--- src/rtl/euros_para_centimos.sv ---
// Converts integer euros plus a cents fraction back into a saturated centimos total.
// The euro part is multiplied by 100 with one shift-add step per clock.
//
// state | meaning
// IDLE  | waiting for an input handshake
// MUL   | adding 100<<k for each set euro bit k, one bit per clock
// FRAC  | adding the fraction, flagging err/ovf, raising out_valid
// DONE  | holding the result until out_ready
module euros_para_centimos #(
  parameter int EURO_W = 10,
  parameter int FRAC_W = 10,
  parameter int CENT_W = 10
) (
  input  logic              clk,
  input  logic              rst_n,
  input  logic              in_valid,
  output logic              in_ready,
  input  logic [EURO_W-1:0] eurosinteiros,
  input  logic [FRAC_W-1:0] eurosfracao,
  output logic              out_valid,
  input  logic              out_ready,
  output logic [CENT_W-1:0] centimos,
  output logic              err,
  output logic              ovf,
  output logic              busy
);

  localparam int ACC_W = EURO_W + 8;
  localparam int KW = (EURO_W > 1) ? $clog2(EURO_W) : 1;
  localparam logic [KW-1:0] K_LAST = KW'(EURO_W - 1);
  localparam logic [ACC_W:0] CENT_MAX = (ACC_W + 1)'((1 << CENT_W) - 1);
  localparam logic [FRAC_W-1:0] FRAC_MAX = FRAC_W'(99);

  typedef enum logic [1:0] {IDLE, MUL, FRAC, DONE} state_t;

  state_t            state;
  logic [EURO_W-1:0] euro_q;
  logic [FRAC_W-1:0] frac_q;
  logic [ACC_W-1:0]  acc;
  logic [KW-1:0]     k;
  logic [ACC_W-1:0]  step;
  logic [ACC_W:0]    sum;

  always_comb begin
    step = ACC_W'(100) << k;
    sum  = {1'b0, acc} + (ACC_W + 1)'(frac_q);
  end

  always_ff @(posedge clk or negedge rst_n) begin
    if (!rst_n) begin
      state     <= IDLE;
      euro_q    <= '0;
      frac_q    <= '0;
      acc       <= '0;
      k         <= '0;
      out_valid <= 1'b0;
      centimos  <= '0;
      err       <= 1'b0;
      ovf       <= 1'b0;
    end else begin
      case (state)
        IDLE: begin
          if (in_valid) begin
            euro_q <= eurosinteiros;
            frac_q <= eurosfracao;
            acc    <= '0;
            k      <= '0;
            state  <= MUL;
          end
        end
        MUL: begin
          // fixed EURO_W steps so latency never depends on the data
          if (euro_q[k]) acc <= acc + step;
          if (k == K_LAST) state <= FRAC;
          else k <= k + 1'b1;
        end
        FRAC: begin
          if (frac_q > FRAC_MAX) begin
            err      <= 1'b1;
            ovf      <= 1'b0;
            centimos <= '0;
          end else begin
            err <= 1'b0;
            if (sum > CENT_MAX) begin
              centimos <= '1;
              ovf      <= 1'b1;
            end else begin
              centimos <= sum[CENT_W-1:0];
              ovf      <= 1'b0;
            end
          end
          out_valid <= 1'b1;
          state     <= DONE;
        end
        DONE: begin
          if (out_ready) begin
            out_valid <= 1'b0;
            state     <= IDLE;
          end
        end
        default: state <= IDLE;
      endcase
    end
  end

  assign in_ready = rst_n && (state == IDLE);
  assign busy     = (state == MUL) || (state == FRAC);

endmodule
--- config.mk ---
export PLATFORM = sky130hd
export DESIGN_NAME = euros_para_centimos
export DESIGN_NICKNAME = d
export VERILOG_FILES = /design/src/rtl/euros_para_centimos.sv
export SDC_FILE = /design/constraint.sdc
export NUM_CORES = 1
export LEC_CHECK = 0
export CAP_MARGIN = 20
export CELL_PAD_IN_SITES_DETAIL_PLACEMENT = 1
export CELL_PAD_IN_SITES_GLOBAL_PLACEMENT = 1
export CORE_MARGIN = 5
export CORE_UTILIZATION = 44
export CTS_BUF_LIST = sky130_fd_sc_hd__clkbuf_16
export DETAILED_ROUTE_END_ITERATION = 16
export PLACE_DENSITY_LB_ADDON = 0.3
export SKIP_LAST_GASP = 1
export SYNTH_ARGS = -nofsm -noshare
export SYNTH_HDL_FRONTEND = slang
export SYNTH_SLANG_ARGS = --single-unit
export TNS_END_PERCENT = 1
--- constraint.sdc ---
create_clock -name clk -period 3.6 [get_ports clk]
set_input_delay 0.54 -clock clk [delete_from_list [all_inputs] [get_ports clk]]
set_output_delay 0.54 -clock clk [all_outputs]
set_load 0.01 [all_outputs]
# --- Yosys cells after proc, flatten, opt, wreduce, memory -nomap -nowiden ---
# Index checks and enable logic that the tools add are counted.
totals:
  wordCells: 54
  register_bits: 57
  input_bits: 24
  out_inout_bits: 15
classes:
  reduce_logical: 10
  order_cmp: 3
  addsub: 3
  eq_ne: 9
  shift: 1
  mux: 19
op_table:
  columns: ["operator", "count"]
  rows:
  - ["$mux 18", 2]
  - ["$pmux 18 s2", 1]
  - ["$mux 10", 2]
  - ["$add 18x10->19", 1]
  - ["$gt 19x10->1 const B", 1]
  - ["$add 18x18->18", 1]
  - ["$shl 7x4->18 const A", 1]
  - ["$gt 10x7->1 const B", 1]
  - ["$ne 2x2->1 const B", 5]
  - ["$reduce_and 3->1", 3]
  - ["$mux 4", 2]
  - ["$pmux 2 s4", 1]
  - ["$pmux 4 s2", 1]
  - ["$mux 2", 3]
  - ["$lt 4x5->1 const B", 1]
  - ["$mux 1", 5]
  - ["$add 4x1->4 const B", 1]
  - ["$bmux 1 s4", 1]
  - ["$eq 2x2->1 const B", 2]
  - ["$eq 4x4->1 const B", 1]
  - ["$reduce_and 2->1", 2]
  - ["$reduce_bool 2->1", 2]
  - ["$eq 2x1->1 const B", 1]
  - ["$logic_not 2->1", 1]
  - ["3 further kinds", 3]

# --- Longest topological paths before layout ---
# Gate-level depths: netlist of run 1.
logic_depth:
  word_depth: 4
  depth_mapped: 13
  ltp_nobuf: 12

# --- Worst setup path after synthesis of run 1 ---
# No wires, ideal clock.
synth_path:
  path_kind: "register to register"
  from: "register k[1]"
  to: "register acc[15]"
  stages_incl_launch_ff: 14
  period_less_slack_ns: 2.940
  t_arrival_ns: 2.820
  path_slack_ns: 0.660
  setup_time_ns: 0.120
  path_buffers: 1
  required_time_ns: 3.480
  path_cell_list: "dfrtp_1 buf_2 inv_1 ha_1 inv_1 mux2_2 and2_1 ha_1 a21o_1 a311o_1 nor2_1 a21oi_1 or3_1 a31o_2"
synth_via:
  elab_chain_len: 4
  elab_cells_between_ends: 8
  cone_classes: "add/sub: 1; eq/ne: 1; shift: 1; mux: 4; reduce/logical: 1"
synth_lines:
  columns: ["item", "line_no", "text"]
  rows:
  - ["start: declaration", "40", "logic [KW-1:0] k;"]
  - ["start signal: assignment", "75", "else k <= k + 1'b1;"]
  - ["$shl 7x4->18 or $bmux 1 s4 (tied branches)", "45, 73", null]
  - ["$add 18x18->18 or $mux 1 (tied branches)", "73", "if (euro_q[k]) acc <= acc + step;"]
  - ["$mux 18 or $ne 2x2->1 (tied branches)", null, null]
  - ["$pmux 18 s2 or $reduce_and 3->1 (tied branches)", null, null]
  - ["end signal: assignment", "73", null]
  - ["end: declaration", "39", "logic [ACC_W-1:0] acc;"]
# Parallel ways exist; a longest one is shown, timed or not. The select of a mux whose other input is x is not followed.
# A chain may end at the register's enable or synchronous reset.

# --- Worst setup path in the final report of run 1 ---
# Ends and elaborated chain as after synthesis.

==> results of run 1 <==
layout by cell type, fill, tap and decap left out, drive strengths merged, types with 4 or more instances in the layout:
| cell | n |
|---|---|
| nor3 | 4 |
| nor2 | 26 |
| and2 | 8 |
| nand3 | 10 |
| ha | 32 |
| nand2 | 48 |
| a211oi | 4 |
| clkdlybuf4s50 | 37 |
| a31oi | 13 |
| inv | 14 |
| mux2 | 22 |
| dfrtp | 55 |
| o21bai | 4 |
| a21oi | 31 |
| xor2 | 6 |
| xnor2 | 12 |
| mux2i | 9 |
| clkbuf | 5 |
| buf | 4 |
| o21ai | 28 |
where the power goes:
group / internal (mW) / switching, mW / leakage (nW) / total (mW)
sequential: 0.863 / 0.240 / 0.702 / 1.10
combinational: 0.959 / 1.20 / 1.08 / 2.16
clock: 0.262 / 0.238 / 0.0717 / 0.500
total: 2.08 / 1.68 / 1.85 / 3.76
stage by stage:
stage          hold WS [ps]  utilization  total power [mW]
2_1_floorplan         244.4            -             2.666
3_3_place_gp          475.4       0.5044             3.158
3_5_place_dp          486.1       0.5044             3.268
4_1_cts               421.6       0.5227             3.808
5_1_grt               459.6       0.5227             4.098
6_report              393.9       0.5227             3.763
how the worst max path moves through the flow:
stage	endpoint	slack, ps	cells after the start
CTS	acc[15]	340	12
detailed placement	acc[15]	380	12
global route	acc[15]	80	12
finish	acc[15]	360	12
global placement	acc[15]	500	12
floorplan	acc[15]	660	13
metal layers:
metal	routed length, um	global-route usage
met3	244	0.02961
met1	4021	0.2415
met2	4920	0.3667
met5	0	0
met4	102	0.04397
layout make-up:
class	instances	area, um2	area share
clock buffer	5	125.1	0.02928
clock inverter	3	23.77	0.005564
inverter	14	52.55	0.01230
multi-input combinational	304	2166	0.5069
sequential	55	1376	0.3221
tap	105	131.4	0.03075
timing repair buffer	41	397.9	0.09312
registers in the layout (all words and copies together), names as in the netlist:
signal,flops
euro_q,10
out_valid,1
centimos,10
ovf,1
frac_q,10
k,4
acc,16
err,1
state,2
kinds of logic (layout without fill, tap and decap cells):
| group | after synthesis | count (layout) |
|---|---|---|
| compound gates | 104 | 104 |
| xor+xnor | 18 | 18 |
| fa+ha+maj | 33 | 33 |
| buf+inv | 28 | 63 |
| flops | 55 | 55 |
| mux | 33 | 33 |
| simple gates | 116 | 116 |
==> results.tsv, run 1 <==
stage	metric	value	unit
drt	WL/cell	17.62	um
final_layout	design area	0.004273	mm2
worst_setup_path	R2R setup slack	360	ps
final_layout	Post-Layout Cell Count	527	
synth	mux cell area share after synthesis	0.1044	
grt	antenna violations before repair	0	
synth	#FFs+latches synth	55	
synth	Post-synth EDFFs	0	
synth	Synth Flop Type	dfrtp_1	
timing	final period utilization	0.9008	
synth	asr flop ratio synth	1.000	
grt	vias in the first global route	3317	
synth	Mapped Area	0.003666	mm2
worst_setup_path	max incr delay on CP	530	ps
synth	share of the synthesized area in the top cell type	0.3754	
power_and_ir_drop	P per Cell Area	880.6	mW/mm2
worst_setup_path	crit path cell chain	inv_1, ha_1, inv_1, mux2_2, and2_1, ha_1, a21o_1, a311o_1, nor2_1, a21oi_1, or3_1, a31o_2	
floorplanning	IO Count	39	
cts	CTS tree	yes	
drt	DR vias	3047	
drt	final WL	9.288	mm
synth	top cells by area, synth	dfrtp_1 (38%), ha_1 (11%), mux2_2 (6.8%), nand2_1 (4.9%), a21oi_1 (4.2%)	
worst_setup_path	CP max stage cell	dfrtp_1	
place	pre-CTS setup slack	377.8	ps
drt	post-route ant nets	0	
drt	drt initial violations	114	
final_layout	layout cell share with drive strength beyond 1	0.1090	
final_layout	nets	478	
synth	post-synthesis average cell area	9.473	um2
grt	GRT Overall Usage	0.1979	
cts	CTS sink count	55	
synth	Synth cell types	56	
synth	synth cell count leaders	dfrtp_1 (55), nand2_1 (48), ha_1 (32)	
timing	clk_skew	8.077	ps
cts	Skew-Pair Late Insertion Delay	300	ps
floorplanning	floorplan row count	33	
worst_setup_path	CP arrival	3430	ps
status	status	finished clean	
floorplanning	Core Footprint	0.008175	mm2
timing	Final Slew Violations	0	
synth	Syn Nets	444	
cts	Post-CTS Hold Buffers	0	
drt	total iterations of the first detailed-routing run	4	
place	Inst Count DP	519	
place	port buffer count	38	
synth	most common cell in the netlist	dfrtp_1	
synth	sequential share of the synthesized area	0.3754	
floorplanning	Die Ht	101.3	um
worst_setup_path	WP data required	3790	ps
synth	largest family of logic cells by synthesized area	compound AO/OA/AOI/OAI gates	
worst_setup_path	startpoint types	register	
worst_setup_path	endpoint of the worst register-to-register path	acc[15]	
place	placed cell area	0.004124	mm2
worst_setup_path	CP Max Fanout	10	
cts	CTS clock-pin slew for the worst setup and hold paths	80	ps
grt	first-pass GRT wire length	16.24	mm
synth	Ys Warns	0	
synth	simple-gate share of the synthesized area	0.1474	
place	hpwl dp	7.191	mm
timing	Max Fclk	0.3084	GHz
timing	Fin. Hold Viols	0	
cts	Post-CTS Setup Bufs	0	
floorplanning	die width	101.3	um
synth	Synth Area in Adders	0.1147	
synth	Synth Area in XOR/XNOR	0.04300	
place	placer congestion estimate	0.9333	
floorplanning	Die ar.	0.01026	mm2
worst_setup_path	crit path capture type	register	
timing	Period minus WS final	3243	ps
grt	grt ovf	0	
synth	post-synthesis compound-gate area fraction	0.1812	
worst_setup_path	path depth of the worst reg2reg path	12	
timing	RSZ-0062 raised after global routing	false	
drt	DR DRC count	0	
final_layout	P&R area growth vs syn	16.55	%
cts	CTS buffer count	5	
timing	fin worst setup slack	357.0	ps
worst_setup_path	Buf/Inv on CP	2	
worst_setup_path	family with the most delay on the worst path	compound AO/OA/AOI/OAI gates	
synth	Synth area leader	dfrtp_1	
synth	Cells after Synth	387	
worst_setup_path	CP Launch Point	k[1]	
worst_setup_path	reg-to-reg startpoint	k[1]	
final_layout	Filler cells	935	
timing	Slew @ Worst Pin	715.0	ps
cts	CTS root buf	clkbuf_16	
hold_path	Hold Path Class	in -> async	
timing	Slew headroom	0.5233	
cts	post-CTS sizing	0	
final_layout	diode count	0	
worst_setup_path	crit path kind	reg -> reg	
power_and_ir_drop	LEAKAGE	1.854	nW
floorplanning	starting density of the core	0.4484	
cts	deepest clock path buffer count	2	
cts	H-tree depth	2	
grt	largest net degree at the start of global routing	56	
timing	setup TNS	0	ps
drt	Via density	5.782	
power_and_ir_drop	Peak VDD IR	0.4563	mV
timing	Setup violations, final	0	
run	Maximum Capacitance Violations	0	
(Power assumes the default switching activity.)
==> inputs of run 2 (changes only) <==
--- a/config.mk
+++ b/config.mk
@@ -13,7 +13,7 @@
 export CTS_BUF_LIST = sky130_fd_sc_hd__clkbuf_16
 export DETAILED_ROUTE_END_ITERATION = 16
 export PLACE_DENSITY_LB_ADDON = 0.3
-export SKIP_LAST_GASP = 1
+export SKIP_CTS_REPAIR_TIMING = 1
 export SYNTH_ARGS = -nofsm -noshare
 export SYNTH_HDL_FRONTEND = slang
 export SYNTH_SLANG_ARGS = --single-unit
==> results of run 2 <==
No change in the layout: final DEF, timing and power equal those of run 1.
